--- config.mk ---
export PLATFORM = sky130hd
export DESIGN_NAME = alu_arbiter
export DESIGN_NICKNAME = d
export VERILOG_FILES = /design/src/rtl/alu_arbiter.sv
export SDC_FILE = /design/constraint.sdc
export NUM_CORES = 1
export LEC_CHECK = 0
export CAP_MARGIN = 25
export CORE_ASPECT_RATIO = 2
export CORE_UTILIZATION = 44
export CTS_BUF_LIST = sky130_fd_sc_hd__clkbuf_4 sky130_fd_sc_hd__clkbuf_8
export DETAILED_ROUTE_END_ITERATION = 10
export PLACE_DENSITY_LB_ADDON = 0.2
export SLEW_MARGIN = 0
export SYNTH_ARGS = -nofsm -noshare
export SYNTH_HDL_FRONTEND = slang
export SYNTH_SLANG_ARGS = --single-unit
--- constraint.sdc ---
create_clock -name clk -period 9.39 [get_ports clk]
set_input_delay 1.878 -clock clk [delete_from_list [all_inputs] [get_ports clk]]
set_output_delay 1.878 -clock clk [all_outputs]
set_load 0.02 [all_outputs]
--- src/rtl/alu_arbiter.sv ---
// rtl/alu_arbiter.sv - round-robin arbiter issuing requests to one shared ALU
//
// Purpose: shares one WIDTH-bit ALU (AND/OR/XOR/ADD) between NUM_REQ
// requesters. It grants at most one requester per cycle and captures the
// result in a single-entry response register.
// Optional feature: define ALU_ARB_LOCK_EN to add req_lock. With req_lock,
// the last winner can keep the grant for back-to-back sequences.
//
// Ports:
//   clk, rst        clock, synchronous active-high reset
//   req_valid/ready per-requester handshake (ready is one-hot or zero)
//   req_op/a/b      packed per-requester opcode and operands
//   req_lock        per-requester grant lock (ALU_ARB_LOCK_EN only)
//   rsp_valid/ready response handshake
//   rsp_id          owner of the response
//   rsp_result      ALU result
//   rsp_zero        result is all zeros
//   busy            mirrors rsp_valid
module alu_arbiter #(
  parameter int WIDTH   = 4,
  parameter int NUM_REQ = 4,
  parameter int IDW     = $clog2(NUM_REQ)
) (
  input  logic                     clk,
  input  logic                     rst,
  input  logic [NUM_REQ-1:0]       req_valid,
  output logic [NUM_REQ-1:0]       req_ready,
  input  logic [2*NUM_REQ-1:0]     req_op,
  input  logic [WIDTH*NUM_REQ-1:0] req_a,
  input  logic [WIDTH*NUM_REQ-1:0] req_b,
`ifdef ALU_ARB_LOCK_EN
  input  logic [NUM_REQ-1:0]       req_lock,
`endif
  output logic                     rsp_valid,
  input  logic                     rsp_ready,
  output logic [IDW-1:0]           rsp_id,
  output logic [WIDTH-1:0]         rsp_result,
  output logic                     rsp_zero,
  output logic                     busy
);

  typedef enum logic {
    EMPTY = 1'b0,
    FULL  = 1'b1
  } state_t;

  state_t           state_q, state_d;
  logic [IDW-1:0]   last_grant_q, last_grant_d;
  logic [IDW-1:0]   id_q, id_d;
  logic [WIDTH-1:0] result_q, result_d;
  logic             zero_q, zero_d;

  logic             can_issue;
  logic             found;
  logic             accept;
  logic [IDW-1:0]   winner;
  logic [1:0]       sel_op;
  logic [WIDTH-1:0] sel_a, sel_b, alu_res;

  // Index base+k, wrapped into 0..NUM_REQ-1. This stays correct when
  // NUM_REQ is not a power of two.
  function automatic logic [IDW-1:0] rr_index(input logic [IDW-1:0] base,
                                              input int k);
    int s;
    s = int'(base) + k;
    if (s >= NUM_REQ) s = s - NUM_REQ;
    return IDW'(s);
  endfunction

  // Search order is last_grant+1 ... last_grant. The last grantee is
  // therefore considered last.
  always_comb begin
    found  = 1'b0;
    winner = last_grant_q;
    for (int k = 1; k <= NUM_REQ; k++) begin
      if (!found && req_valid[rr_index(last_grant_q, k)]) begin
        found  = 1'b1;
        winner = rr_index(last_grant_q, k);
      end
    end
`ifdef ALU_ARB_LOCK_EN
    if (req_valid[last_grant_q] && req_lock[last_grant_q]) begin
      found  = 1'b1;
      winner = last_grant_q;
    end
`endif
  end

  // Draining and issuing share a cycle when FULL. Holding grants during
  // reset keeps requesters from believing an accept happened.
  assign can_issue = !rst && ((state_q == EMPTY) || rsp_ready);
  assign accept    = can_issue && found;

  always_comb begin
    req_ready = '0;
    if (accept) req_ready[winner] = 1'b1;
  end

  always_comb begin
    sel_op = req_op[2*int'(winner) +: 2];
    sel_a  = req_a[WIDTH*int'(winner) +: WIDTH];
    sel_b  = req_b[WIDTH*int'(winner) +: WIDTH];
    case (sel_op)
      2'b00:   alu_res = sel_a & sel_b;
      2'b01:   alu_res = sel_a | sel_b;
      2'b10:   alu_res = sel_a ^ sel_b;
      default: alu_res = sel_a + sel_b;
    endcase
  end

  always_comb begin
    state_d      = state_q;
    last_grant_d = last_grant_q;
    id_d         = id_q;
    result_d     = result_q;
    zero_d       = zero_q;
    if (accept) begin
      state_d      = FULL;
      last_grant_d = winner;
      id_d         = winner;
      result_d     = alu_res;
      zero_d       = (alu_res == '0);
    end else if ((state_q == FULL) && rsp_ready) begin
      // The payload is left as-is; only the valid state drops.
      state_d = EMPTY;
    end
  end

  always_ff @(posedge clk) begin
    if (rst) begin
      state_q      <= EMPTY;
      last_grant_q <= IDW'(NUM_REQ - 1);
      id_q         <= '0;
      result_q     <= '0;
      zero_q       <= 1'b0;
    end else begin
      state_q      <= state_d;
      last_grant_q <= last_grant_d;
      id_q         <= id_d;
      result_q     <= result_d;
      zero_q       <= zero_d;
    end
  end

  assign rsp_valid  = (state_q == FULL);
  assign busy       = rsp_valid;
  assign rsp_id     = id_q;
  assign rsp_result = result_q;
  assign rsp_zero   = zero_q;

endmodule

==> metrics.txt, run 1 <==
Root Buffer=clkbuf_8; P_leak=around 0.81 nW; Yosys top cell by area=mux2i_1; core area=0.00254 mm^2; GPL Wtd Cong=0.858; ANT cells=0; Post-Route M1 WL=about 950 um; # H-tree levels=1; TritonCTS Buffers=3; relative slew slack=42.8%; Crit path top cell by count=clkdlybuf4s50_1; Top delay family on crit path=buffers and inverters; yosys warns=0; measured slew at the worst slew-check pin=about 0.85 ns; status=complete, no violations; die width=~39 um; WP buf/inv=2; skew final=0.00229 ns; commonest non-fill, non-tap cells in the layout=clkdlybuf4s50_1 (59), mux2i_1 (22), inv_1 (12); io pins=60; final total power=around 0.3 mW; Max Slew Vio Count=0; Synth top area share=between 10% and 20%; setup bufs post-CTS=0; unique cell type count in the Yosys netlist=between 40 and 50; Worst Path Arrival=4.38 ns; cell row count=26; Final Non-Filler Cells=between 200 and 250; post-synthesis sequential element count=10; drt drc=0; CP peak stage delay=between 0.7 and 0.8 ns; sequential area share after synthesis=17.0%; Syn Nets=195; Peak supply drop=approximately 0.074 mV; Mapped Avg Cell Area=8.48 um^2; worst setup margin=between 3 and 4 ns; die area=0.00290 mm^2; hold_ws=~0.45 ns; most common cell after layout, fill and taps aside=clkdlybuf4s50_1; Max Fclk=~160 MHz; largest cells by area after synthesis=mux2i_1 (19%), dfxtp_1 (17%), ha_1 (8.5%), inv_1 (3.8%), nand2_1 (3.5%); fin util=between 70 and 80%; CTS Hold Bufs=0; crit share post-route=roughly two thirds; TNS Setup=0 ns; Placed Instances=about 220; crit path max fanout=24; Layout Cell Area excl Fill=roughly 0.0018 mm^2; post-CTS sizing=0; port bufs=between 50 and 60; WL met3=approximately 90 um; WL/cell=roughly 13 um; DR iter-0 viols=18; hold crit path type=flip-flop to flip-flop; fin nets=between 200 and 300; placed cell areas=around 0.0018 mm^2; clock-pin slew on the worst setup and hold paths=0.05 ns; PD cells=~160 mW/mm^2; Worst setup SP type=input pin; clk_lat worst skew=~0.24 ns; vias=1254; max-cap viol count=0; clk sinks=10; post-layout min period=roughly 6.3 ns; vias in the first global route=between 1000 and 1500; vias per cell=~5.6; CTS max path bufs=2; crit path capture type=output pin; initial antenna violation count=0; CP cell instances=clkdlybuf4s50_1, nand3b_1, a31oi_4, nand2_1, nor2_1, clkdlybuf4s50_1; layout cells sized above 1=~8%; Post-DRT Antenna Nets=0; CP Data Required Time=between 7 and 8 ns; total gr overflow=0; CTS tree=done; die height=around 75 um; final WL=3020 um; DP HPWL=2530 um; metal2 WL=~1900 um; synth-to-layout area growth=55.2%; GRT Util Overall=23.1%; DRT Pass-1 Iters=4; setup violators final=0; Initial Util=46.4%; post-synthesis cell count=approximately 140; largest net degree at the start of global routing=25; area of the mapped netlist=between 0.001 and 0.0015 mm^2; RSZ-0062 raised after global routing=no; slowest cell on the critical path=a31oi_4; Final Hold Viols=0; DR top layer=met4; dpl ws=around 3.2 ns; global-route wire length before repair=slightly below 5000 um; CP Class=input pin to output pin
cells by family (layout without fill, tap and decap cells):
logic type | count (synthesis) | after routing | synth area share [%]
fa+ha+maj | 9 | 9 | 10.2
buf+inv | 18 | 76 | 7.32
simple gates | 37 | 37 | 16.3
compound gates | 40 | 40 | 26.6
mux | 25 | 25 | 22.5
flops | 10 | 10 | 17.0
sequential cells by signal, indices dropped and copies added, names as in the netlist:
| name | count |
|---|---|
| rsp_id | 2 |
| rsp_zero | 1 |
| rsp_result | 4 |
| busy | 1 |
| last_grant_q | 2 |
Yosys cell counts, drive strengths merged:
cell    instances
dfxtp          10
buf             5
a32oi           1
a221oi          1
a22oi           3
a211oi          1
mux2i          23
fa              1
or4             1
o21ai          10
nand3b          2
inv            12
and3            2
a31oi           4
or2             1
or2b            1
a21o            5
ha              8
nor3            3
nand2          11
mux2            2
a21boi          1
or3             2
o21a            1
o31a            4
a22o            1
nor2b           2
nor4            1
nor2            5
a21oi           8
clkbuf          1
nand2b          4
nand3           2
where the power goes:
group          internal, mW  switching [mW]
combinational        0.0910          0.0913
sequential           0.0512         0.00699
clock                0.0368          0.0165
worst paths after layout:
| kind | slack (ns) | startpoint | cells past startpoint | end |
|---|---|---|---|---|
| setup / recovery | 3.13 | req_valid[3] | 6 | req_ready[3] |
| hold / removal | 0.45 | rsp_zero$_SDFFE_PP0P_ | 2 | rsp_zero$_SDFFE_PP0P_ |
| setup reg to reg | 5.66 | last_grant_q[1]$_SDFFE_PP1P_ | 11 | rsp_zero$_SDFFE_PP0P_ |
| hold reg to reg | 0.45 | rsp_zero$_SDFFE_PP0P_ | 2 | rsp_zero$_SDFFE_PP0P_ |
area by class of cell:
| class | instances | area [um^2] |
|---|---|---|
| Clock buffer | 4 | 55.1 |
| Fill cell | 215 | 708 |
| Inverter | 12 | 45.0 |
| Multi-Input combinational cell | 111 | 892 |
| Sequential cell | 10 | 200 |
| Tap cell | 28 | 35.0 |
| Timing Repair Buffer | 60 | 602 |
layer usage:
layer  up-vias  global-route usage, %
met5         -                      0
met4         0                   14.2
met3        11                   2.65
met2        43                   45.7
met1       580                   19.7
li1        620                      -
worst min-delay path, stage by stage (launching register included):
cell and delay (ns):
dfxtp_1 0.30, nand2_1 0.05, a21oi_1 0.05
Note: power is estimated with default switching activity, not from simulation.
==> run 2, diff against run 1 <==
Settings changed: CORE_UTILIZATION 44 to 41.
Clock period 9.39 ns to 5.9 ns, I/O delays scaled along.
==> metrics.txt, run 2 (synthesized netlist as in run 1, its figures left out) <==
layout cells sized above 1=8.59% (+0.46 points); relative slew slack=47.6% (+4.9 points); slowest cell on the critical path=nor3_1; crit path max fanout=9 (-63%); GRT Util Overall=22.8% (-0.26 points); largest net degree at the start of global routing=14 (-44%); hold path depth=2 (unchanged); port bufs=59 (unchanged); Worst R2R Path Depth=12 (+1); RR Endpoint=rsp_zero$_SDFFE_PP0P_; fin util=67.0% (-5.1 points); Placed Instances=223 (+0.90%); # H-tree levels=1 (unchanged); DR iter-0 viols=26 (+8); WL/cell=13.1 um (-2.2%); crit share post-route=79.5%; PD cells=254 mW/mm^2 (+58%); CTS max path bufs=2 (unchanged); Layout Cell Area excl Fill=0.00183 mm^2 (+0.27%); commonest non-fill, non-tap cells in the layout=clkdlybuf4s50_1 (59), mux2i_1 (22), inv_1 (12); clk sinks=10 (unchanged); measured slew at the worst slew-check pin=0.779 ns (-0.0722 ns); GPL Wtd Cong=0.849 (-1.1%); fin nets=255 (+0.39%); Worst setup SP type=input pin; placed cell areas=0.00178 mm^2 (+0.28%); final WL=2990 um (-1.3%); Initial Util=43.1% (-3.4 points); Worst Path Arrival=3.51 ns (-0.87 ns); ANT cells=0 (unchanged); skew final=0.00323 ns (+0.000940 ns); Post-DRT Antenna Nets=0 (unchanged); Top delay family on crit path=buffers and inverters; io pins=60 (unchanged); max FFs per register=4 (unchanged); Final Non-Filler Cells=227 (+0.89%); CP Class=input pin to output pin; P_leak=0.816 nW (+0.43%); cell row count=27 (+3.8%); vias in the first global route=1356 (+12%); status=complete, no violations; TNS Setup=0 ns (unchanged); crit path capture type=output pin; Crit path top cell by count=clkdlybuf4s50_1; Max Fclk=between 200 and 250 MHz; worst setup margin=1.21 ns (-1.92 ns); WP buf/inv=2 (unchanged); setup bufs post-CTS=0 (unchanged); max-cap viol count=0 (unchanged); core area=0.00274 mm^2 (+7.8%); clock-pin slew on the worst setup and hold paths=0.05 ns (about the same); Hold Path End=rsp_result[1]$_SDFFE_PP0P_; most common cell after layout, fill and taps aside=clkdlybuf4s50_1; hold_ws=0.454 ns (+0.00552 ns); die area=0.00311 mm^2 (+7.0%); drt drc=0 (unchanged); Final Hold Viols=0 (unchanged); vias=1267 (+1.0%); final total power=0.466 mW (+58%); die width=39.9 um (+3.4%); FF-to-FF setup slack=2.23 ns (-3.43 ns); TritonCTS Buffers=3 (unchanged); setup violators final=0 (unchanged); DRT Pass-1 Iters=4 (unchanged); post-CTS sizing=0 (unchanged); dpl ws=1.04 ns (-2.12 ns); vias per cell=5.58 (+0.15%); CTS Hold Bufs=0 (unchanged); initial antenna violation count=0 (unchanged); Root Buffer=clkbuf_8; DP HPWL=2570 um (+1.3%); global-route wire length before repair=5110 um (+5.3%); CP cell instances=clkdlybuf4s50_1, nor4_1, nor3_1, nand2_1, nor2_1, clkdlybuf4s50_1; CTS tree=done; HP Start=rsp_result[1]$_SDFFE_PP0P_; CP Data Required Time=4.72 ns (-2.79 ns); Peak supply drop=0.159 mV (+110%); hold crit path type=flip-flop to flip-flop; die height=77.8 um (+3.5%); RSZ-0062 raised after global routing=no; Max Slew Vio Count=0 (unchanged); post-layout min period=4.69 ns; total gr overflow=0 (unchanged); clk_lat worst skew=0.24 ns (about the same); CP peak stage delay=0.66 ns (-0.10 ns); synth-to-layout area growth=55.6%; Reg-to-Reg Start=last_grant_q[1]$_SDFFE_PP1P_
## run 2: where the power goes
group | leakage, nW | internal [mW] | switching, mW
Sequential | 0.0832 | 0.0815 | 0.0109
Clock | 0.0288 | 0.0587 | 0.0276
Combinational | 0.704 | 0.144 | 0.143
## run 2: worst reg2reg max path, stage by stage, from the launching register on
cell	delay [ns]
dfxtp_1	0.52
nand3b_1	0.19
a31oi_4	0.50
buf_4	0.31
mux2i_1	0.10
mux2i_1	0.33
ha_1	0.31
a21o_1	0.16
a21oi_1	0.27
o31a_1	0.16
a22oi_1	0.08
or4_1	0.52
a21oi_1	0.14
## run 2: metal layers
| layer | up-vias | part of all wire (%) | global-route usage, % |
|---|---|---|---|
| met2 | 51 | 60 | 43.4 |
| met3 | 11 | 4.4 | 3.43 |
| li1 | 619 | - | - |
| met4 | 0 | 4.6 | 15.2 |
| met5 | - | 0 | 0 |
| met1 | 586 | 31 | 18.0 |
## run 2: cell type report
| cell class | instances | area [um^2] |
|---|---|---|
| Inverter | 12 | 45.0 |
| Clock buffer | 4 | 55.1 |
| Fill cell | 247 | 902 |
| Tap cell | 29 | 36.3 |
| Sequential cell | 10 | 200 |
| Timing Repair Buffer | 61 | 606 |
| Multi-Input combinational cell | 111 | 892 |
## run 2: worst max path at each step
stage	from	to	slack, ns	cells after the start
floorplan	req_valid[0]	rsp_zero$_SDFFE_PP0P_	1.88	12
global placement	req_valid[3]	rsp_zero$_SDFFE_PP0P_	1.14	13
detailed placement	req_valid[3]	rsp_zero$_SDFFE_PP0P_	1.04	13
CTS	req_valid[3]	req_ready[3]	1.21	6
global route	req_valid[3]	rsp_zero$_SDFFE_PP0P_	1.0	13
finish	req_valid[3]	req_ready[3]	1.21	6
